**src/rtl/load_ext_unit_pkg.sv**
```systemverilog
`default_nettype none
// ============================================================================
// Module   : load_ext_unit_pkg
// Purpose  : Shared load/store opcode encodings (instr[31:26]) and small
//            helpers used by the load extension unit.
// Contents : OP_LB/OP_LH/OP_LW/OP_LBU/OP_LHU next to OP_SB/OP_SH/OP_SW,
//            is_load(), is_misaligned().
// Revision : 1.0 - initial release
// ============================================================================
package load_ext_unit_pkg;

  localparam logic [5:0] OP_LB  = 6'b100000;
  localparam logic [5:0] OP_LH  = 6'b100001;
  localparam logic [5:0] OP_LW  = 6'b100011;
  localparam logic [5:0] OP_LBU = 6'b100100;
  localparam logic [5:0] OP_LHU = 6'b100101;
  localparam logic [5:0] OP_SB  = 6'b101000;
  localparam logic [5:0] OP_SH  = 6'b101001;
  localparam logic [5:0] OP_SW  = 6'b101011;

  function automatic logic is_load(input logic [5:0] op);
    return (op == OP_LB) || (op == OP_LBU) || (op == OP_LH) ||
           (op == OP_LHU) || (op == OP_LW);
  endfunction

  // Halfwords must sit on an even byte, words on a multiple of four.
  function automatic logic is_misaligned(input logic [5:0] op,
                                         input logic [1:0] off);
    logic w_mis;
    w_mis = 1'b0;
    if ((op == OP_LH) || (op == OP_LHU)) w_mis = off[0];
    else if (op == OP_LW)                w_mis = |off;
    return w_mis;
  endfunction

endpackage
`default_nettype wire

```
**src/rtl/load_ext_unit_if.sv**
```systemverilog
`default_nettype none
// ============================================================================
// Module   : load_ext_unit_if
// Purpose  : Bundles the core-side load handshake and the data-memory read
//            handshake of the load extension unit.
// Ports    : core side  - ld_valid, ld_ready, OP, addr, ld_done, ld_data,
//                         ld_err
//            memory side - mem_req, mem_addr, mem_ack, mem_rdata
// Modports : slave  - the load unit itself
//            master - its environment (core + data memory)
// Revision : 1.0 - initial release
// ============================================================================
interface load_ext_unit_if;
  logic        ld_valid;
  logic        ld_ready;
  logic [5:0]  OP;
  logic [31:0] addr;
  logic        mem_req;
  logic [31:0] mem_addr;
  logic        mem_ack;
  logic [31:0] mem_rdata;
  logic        ld_done;
  logic [31:0] ld_data;
  logic        ld_err;

  modport slave (
    input  ld_valid, OP, addr, mem_ack, mem_rdata,
    output ld_ready, mem_req, mem_addr, ld_done, ld_data, ld_err
  );

  modport master (
    output ld_valid, OP, addr, mem_ack, mem_rdata,
    input  ld_ready, mem_req, mem_addr, ld_done, ld_data, ld_err
  );
endinterface
`default_nettype wire

```
**src/rtl/load_data_ext.sv**
```systemverilog
`default_nettype none
// ============================================================================
// Module   : load_data_ext
// Purpose  : Combinational byte/halfword select and sign/zero extension of a
//            little-endian memory word for lb/lbu/lh/lhu/lw.
// Ports    : OP   in  6  load opcode
//            off  in  2  byte offset within the word (addr[1:0])
//            word in 32  raw memory word
//            data out 32 extended load value (0 for a non-load OP)
// Revision : 1.0 - initial release
// ============================================================================
module load_data_ext
  import load_ext_unit_pkg::*;
(
  input  logic [5:0]  OP,
  input  logic [1:0]  off,
  input  logic [31:0] word,
  output logic [31:0] data
);

  logic [7:0]  w_byte;
  logic [15:0] w_half;

  always_comb begin
    w_byte = word[7:0];
    case (off)
      2'd0:    w_byte = word[7:0];
      2'd1:    w_byte = word[15:8];
      2'd2:    w_byte = word[23:16];
      default: w_byte = word[31:24];
    endcase
    // off[0] is deliberately ignored: misaligned halfwords truncate down.
    w_half = off[1] ? word[31:16] : word[15:0];
  end

  always_comb begin
    data = 32'd0;
    case (OP)
      OP_LB:   data = {{24{w_byte[7]}}, w_byte};
      OP_LBU:  data = {24'd0, w_byte};
      OP_LH:   data = {{16{w_half[15]}}, w_half};
      OP_LHU:  data = {16'd0, w_half};
      OP_LW:   data = word;
      default: data = 32'd0;
    endcase
  end

endmodule
`default_nettype wire

```
**src/rtl/load_ext_unit.sv**
```systemverilog
`default_nettype none
// ============================================================================
// Module   : load_ext_unit
// Purpose  : Services lb/lbu/lh/lhu/lw: issues a word read over req/ack,
//            extracts and extends the addressed byte/halfword/word, and
//            returns it with a one-cycle ld_done pulse. Stalls the core while
//            busy (ld_ready low outside IDLE).
// Ports    : clk  - system clock, rising edge
//            rstn - asynchronous active-low reset
//            bus  - load_ext_unit_if.slave (core + memory handshakes)
// Params   : TIMEOUT_CYC - REQ cycles without mem_ack before erroring (>=1)
//            CNT_W       - wait counter width, 2**CNT_W > TIMEOUT_CYC
// Config   : LOAD_MISALIGN_TRAP_EN - when defined, misaligned lh/lhu/lw skip
//            memory and complete immediately with ld_err.
// Revision : 1.0 - initial release
// ============================================================================
module load_ext_unit
  import load_ext_unit_pkg::*;
#(
  parameter int TIMEOUT_CYC = 16,
  parameter int CNT_W       = 5
) (
  input  logic             clk,
  input  logic             rstn,
  load_ext_unit_if.slave   bus
);

  typedef enum logic [1:0] {
    ST_IDLE = 2'd0,
    ST_REQ  = 2'd1,
    ST_DONE = 2'd2
  } state_t;

  state_t             r_state;
  state_t             w_next;
  logic [5:0]         r_op;
  logic [1:0]         r_off;
  logic [CNT_W-1:0]   r_cnt;
  logic [31:0]        r_mem_addr;
  logic [31:0]        r_ld_data;
  logic               r_err;

  logic               w_accept;
  logic               w_capture;
  logic               w_fail;
  logic               w_misal;
  logic               w_timeout;
  logic [31:0]        w_ext;

`ifdef LOAD_MISALIGN_TRAP_EN
  assign w_misal = is_misaligned(bus.OP, bus.addr[1:0]);
`else
  assign w_misal = 1'b0;
`endif

  // Last permitted wait cycle; an ack on this same cycle still wins.
  assign w_timeout = (r_cnt == CNT_W'(TIMEOUT_CYC - 1));

  load_data_ext u_ext (
    .OP   (r_op),
    .off  (r_off),
    .word (bus.mem_rdata),
    .data (w_ext)
  );

  always_ff @(posedge clk or negedge rstn) begin
    if (!rstn) r_state <= ST_IDLE;
    else       r_state <= w_next;
  end

  always_comb begin
    w_next    = r_state;
    w_accept  = 1'b0;
    w_capture = 1'b0;
    w_fail    = 1'b0;
    case (r_state)
      ST_IDLE: begin
        if (bus.ld_valid) begin
          if (is_load(bus.OP) && !w_misal) begin
            w_next   = ST_REQ;
            w_accept = 1'b1;
          end else begin
            w_next = ST_DONE;
            w_fail = 1'b1;
          end
        end
      end
      ST_REQ: begin
        if (bus.mem_ack) begin
          w_next    = ST_DONE;
          w_capture = 1'b1;
        end else if (w_timeout) begin
          w_next = ST_DONE;
          w_fail = 1'b1;
        end
      end
      ST_DONE: w_next = ST_IDLE;
      default: w_next = ST_IDLE;
    endcase
  end

  always_ff @(posedge clk or negedge rstn) begin
    if (!rstn) begin
      r_op       <= 6'd0;
      r_off      <= 2'd0;
      r_cnt      <= '0;
      r_mem_addr <= 32'd0;
      r_ld_data  <= 32'd0;
      r_err      <= 1'b0;
    end else begin
      if (w_accept) begin
        r_op       <= bus.OP;
        r_off      <= bus.addr[1:0];
        r_mem_addr <= {bus.addr[31:2], 2'b00};
        r_cnt      <= '0;
      end else if (r_state == ST_REQ) begin
        r_cnt <= r_cnt + CNT_W'(1);
      end
      if (w_capture) begin
        r_ld_data <= w_ext;
        r_err     <= 1'b0;
      end else if (w_fail) begin
        r_ld_data <= 32'd0;
        r_err     <= 1'b1;
      end
    end
  end

  // Decoded straight from the state register so mem_req drops with reset.
  assign bus.ld_ready = (r_state == ST_IDLE);
  assign bus.mem_req  = (r_state == ST_REQ);
  assign bus.mem_addr = r_mem_addr;
  assign bus.ld_done  = (r_state == ST_DONE);
  assign bus.ld_err   = (r_state == ST_DONE) && r_err;
  assign bus.ld_data  = r_ld_data;

endmodule
`default_nettype wire

```
**src/flat_wrapper.sv**
```systemverilog
// flat-port wrapper written by rule: the top's interface ports become plain ports
module load_ext_unit_flat import load_ext_unit_pkg::*;
#(
  parameter int TIMEOUT_CYC = 16,
  parameter int CNT_W       = 5
)
  (clk, rstn, bus_ld_valid, bus_OP, bus_addr, bus_mem_ack, bus_mem_rdata, bus_ld_ready, bus_mem_req, bus_mem_addr, bus_ld_done, bus_ld_data, bus_ld_err);
  load_ext_unit_if bus_i ();
  input  logic clk;
  input  logic rstn;
  input wire logic [$bits(bus_i.ld_valid)-1:0] bus_ld_valid;
  input wire logic [$bits(bus_i.OP)-1:0] bus_OP;
  input wire logic [$bits(bus_i.addr)-1:0] bus_addr;
  input wire logic [$bits(bus_i.mem_ack)-1:0] bus_mem_ack;
  input wire logic [$bits(bus_i.mem_rdata)-1:0] bus_mem_rdata;
  output wire logic [$bits(bus_i.ld_ready)-1:0] bus_ld_ready;
  output wire logic [$bits(bus_i.mem_req)-1:0] bus_mem_req;
  output wire logic [$bits(bus_i.mem_addr)-1:0] bus_mem_addr;
  output wire logic [$bits(bus_i.ld_done)-1:0] bus_ld_done;
  output wire logic [$bits(bus_i.ld_data)-1:0] bus_ld_data;
  output wire logic [$bits(bus_i.ld_err)-1:0] bus_ld_err;
  assign bus_i.ld_valid = bus_ld_valid;
  assign bus_i.OP = bus_OP;
  assign bus_i.addr = bus_addr;
  assign bus_i.mem_ack = bus_mem_ack;
  assign bus_i.mem_rdata = bus_mem_rdata;
  assign bus_ld_ready = bus_i.ld_ready;
  assign bus_mem_req = bus_i.mem_req;
  assign bus_mem_addr = bus_i.mem_addr;
  assign bus_ld_done = bus_i.ld_done;
  assign bus_ld_data = bus_i.ld_data;
  assign bus_ld_err = bus_i.ld_err;
  load_ext_unit #(.TIMEOUT_CYC(TIMEOUT_CYC), .CNT_W(CNT_W)) u_core (.clk(clk), .rstn(rstn), .bus(bus_i));
endmodule
```
**config.mk**
```make
export PLATFORM = sky130hd
export DESIGN_NAME = load_ext_unit_flat
export DESIGN_NICKNAME = d
export VERILOG_FILES = /design/src/rtl/load_ext_unit_pkg.sv /design/src/rtl/load_ext_unit_if.sv /design/src/rtl/load_data_ext.sv /design/src/rtl/load_ext_unit.sv /design/src/flat_wrapper.sv
export SDC_FILE = /design/constraint.sdc
export NUM_CORES = 1
export LEC_CHECK = 0
export CORE_MARGIN = 2
export CORE_UTILIZATION = 40
export CTS_BUF_LIST = sky130_fd_sc_hd__clkbuf_8
export DETAILED_ROUTE_END_ITERATION = 6
export PLACE_DENSITY = 0.82
export RECOVER_POWER = 50
export SETUP_SLACK_MARGIN = 0.1
export SYNTH_ARGS = -nofsm -noshare
export SYNTH_HDL_FRONTEND = slang
export SYNTH_SLANG_ARGS = --single-unit
```
**constraint.sdc**
```tcl
create_clock -name clk -period 1.9 [get_ports clk]
set_input_delay 0.38 -clock clk [delete_from_list [all_inputs] [get_ports clk]]
set_output_delay 0.38 -clock clk [all_outputs]
set_load 0.01 [all_outputs]
```
==> qor.csv <==
stage,metric,value,unit
run_status,status,"complete, no violations",
global_routing,global route total overflow,0,
synth,Ys Warns,0,
floorplan,Core Box Area,9060,sq um
critical_path,worst path required time,2.18,ns
finish,"commonest non-fill, non-tap cell in the layout",clkdlybuf4s50_1,
synth,asr flop ratio synth,100,%
sta,part of the cycle the worst path needs,98.9,%
finish,"leading cell types in the layout, fill and taps excluded","clkdlybuf4s50_1, dfrtp_1, buf_4, mux2_2, a221o_1",
critical_path,worst-path maximum fanout,32,
synth,Synth Instances,267,
drt,Residual DRC,0,
finish,final std cells w/o fill,566,
place,PortBufs,139,
pwr,Tot Pwr,5.22,mW
place,cell count after placement,542,
global_routing,Total GRT Usage,20.5,%
synth,Synth Cell Area,3680,sq um
pwr,Leak,2.60,nW
job,max_cap viols,0,
drt,antenna-violating nets left,0,
sta,RSZ-0062 raised after global routing,yes,
finish,fin nets,526,
pwr,pwr dens,896,nW/um^2
synth,sequential area share after synthesis,53.0,%
clock_network,clk sinks,78,
global_routing,initial antenna violation count,0,
drt,Vias,3051,
sta,setup TNS,0,ns
synth,synthesis-stage register bit count,78,
clock_network,CTS tree,built,
finish,ANT cells,0,
synth,"Distinct cells, synth",48,
sta,Final Skew,0.0157,ns
min_path,Min-Delay Path Class,input pin to asynchronous set/reset pin,
sta,"Hold Vio Cnt, Final",0,
critical_path,Crit path arrival time,2.16,ns
clock_network,H-tree levels,3,
drt,vias per inst,5.39,
place,routability cong.,0.860,
clock_network,Clock transition at path regs,0.09,ns
floorplan,# IOs,142,
floorplan,chip height,100,microns
floorplan,Initial Util,40.6,%
sta,Slew Limit Fails,0,
place,Detailed Place HPWL,7510,microns
sta,final setup violation count,0,
drt,Initial DRC Count,107,
finish,proportion of layout cells with a drive suffix above 1,28.4,%
sta,worst-margin pin slew,0.829,ns
drt,DRT Pass-1 Iters,4,
finish,Syn-to-layout area delta,58.1,%
clock_network,clock buffer count from CTS,9,
place,pre-CTS WS,-0.227,ns
critical_path,crit end category,flop,
clock_network,Worst-Skew Late Latency,0.35,ns
drt,WL per Instance,17.7,microns
pwr,peak supply drop,0.000642,V
clock_network,CTS max path bufs,2,
global_routing,number of global-route vias before repair,3263,
synth,number of flops mapped to enable cells by yosys,0,
sta,Final WS setup,0.0213,ns
sta,Period minus WS final,1.88,ns
floorplan,num rows,35,
synth,ys flop type,dfrtp_1,
floorplan,DIE AREA,9990,sq um
sta,Fmax,532,MHz
critical_path,Startpoint Class,flop,
critical_path,Crit Path Category,flop to flop,
global_routing,global-route wire length before repair,16100,microns
finish,fill cell count,676,
floorplan,Die Wd,100,microns
synth,Avg Inst Size Synth,13.8,sq um
sta,slew margin rel.,44.7,%
global_routing,largest net degree at the start of global routing,39,
critical_path,Reg-to-Reg Start,u_core.r_cnt[1]$_DFFE_PN0P_,
drt,final WL,10000,microns
critical_path,Critical path origin,u_core.r_cnt[1]$_DFFE_PN0P_,
clock_network,CTS Root Cell,clkbuf_8,
## power breakdown
group / leakage [nW] / switching, mW / internal (mW)
combinational: 1.48 / 0.721 / 1.05
clock: 0.107 / 0.618 / 0.690
sequential: 1.01 / 0.184 / 1.95
## kinds of logic after synthesis
| logic type | after synthesis | synth area share (%) |
|---|---|---|
| AO/OA/AOI/OAI | 55 | 14.1 |
| XOR/XNOR | 3 | 0.713 |
| adder cells (fa/ha/maj) | 2 | 0.679 |
| buffers and inverters | 24 | 4.31 |
| flip-flops | 78 | 53.0 |
| multiplexers | 48 | 17.6 |
| other | 1 | 0.102 |
| AND/OR/NAND/NOR | 56 | 9.51 |
## final timing paths
check | endpoint | slack (ns) | cells after the start
hold / removal | u_core.bus.ld_data[31]$_DFFE_PN0P_ | 0.46 | 2
setup / recovery | u_core.bus.ld_data[12]$_DFFE_PN0P_ | 0.02 | 8
setup reg to reg | u_core.bus.ld_data[12]$_DFFE_PN0P_ | 0.02 | 8
max in group asynchronous | u_core.r_state[1]$_DFFE_PN0P_ | 0.28 | 3
hold reg to reg | u_core.r_err$_DFFE_PN0P_ | 0.48 | 2
min in group clk | u_core.r_err$_DFFE_PN0P_ | 0.48 | 2
## synth_stat cells, types with 2 or more instances
cell | instances | area [sq um]
buf_2 | 7 | 35.0
mux4_1 | 7 | 184
xor2_1 | 2 | 17.5
a221o_2 | 6 | 67.6
a21oi_1 | 8 | 40.0
and3_1 | 2 | 12.5
a211o_1 | 2 | 17.5
buf_6 | 6 | 67.6
dfrtp_1 | 78 | 1950
clkbuf_1 | 2 | 7.51
nand2b_1 | 7 | 43.8
and2b_1 | 2 | 15.0
buf_4 | 4 | 30.0
and3b_1 | 2 | 17.5
a22o_1 | 6 | 52.6
nor2b_1 | 6 | 37.5
buf_1 | 2 | 7.51
nor2_1 | 10 | 37.5
mux2i_1 | 3 | 30.0
mux2_2 | 36 | 405
inv_1 | 3 | 11.3
nand3_1 | 9 | 45.0
nand2_1 | 6 | 22.5
ha_1 | 2 | 25.0
mux2_4 | 2 | 30.0
a221o_1 | 24 | 240
and2_1 | 2 | 12.5
## flip-flops by register name, indices dropped and copies added, names as in the netlist
register and count:
u_core.bus.mem_addr 30, u_core.r_err 1, u_core.r_state 2, u_core.r_op 6, u_core.r_cnt 5, u_core.r_off 2, u_core.bus.ld_data 32
## critical path, stage by stage, from the launching register on
cell and delay, ns:
dfrtp_1 0.39, ha_2 0.19, and3_4 0.18, ha_4 0.16
nor2_4 0.10, and2b_1 0.20, a31oi_4 0.18, buf_12 0.21
a221o_1 0.18
## metal layers
metal  GRT usage (%)  wire length, microns  vias up
met5               0                     0        -
met4            7.48                   216        0
met3            6.20                   828       21
met2            34.0                  4950      144
met1            25.5                  4030     1502
li1                -                     -     1384
## per-stage QoR
step	hold slack, ns	cell area, sq um	utilization, %
after global routing	0.472	5820	64.3
after floorplan	0.0844	3720	-
after CTS	0.450	5770	63.7
after global placement	0.279	5500	60.7
after detailed placement	0.286	5500	60.7
final	0.460	5820	64.3
## repair_timing
item	4_1_cts	5_1_grt
gates resized for setup	12	1
cloned	0	2
hold buffers	1	0
setup endpoints to repair	36	50
pin swaps	0	1
setup buffers	3	2
endpoints found under the hold margin	19	0
## layout make-up
cell class              instances  area [sq um]  share of cell area, %
clock buffers                  11           151                   2.60
clock inverters                 5          63.8                   1.10
inverters                       3          11.3                  0.193
multi-input cells             166          1640                   28.1
flip-flops and latches         78          1950                   33.5
well taps                     111           139                   2.38
repair buffers                192          1870                   32.1
Power figures use the tool's default switching activity.
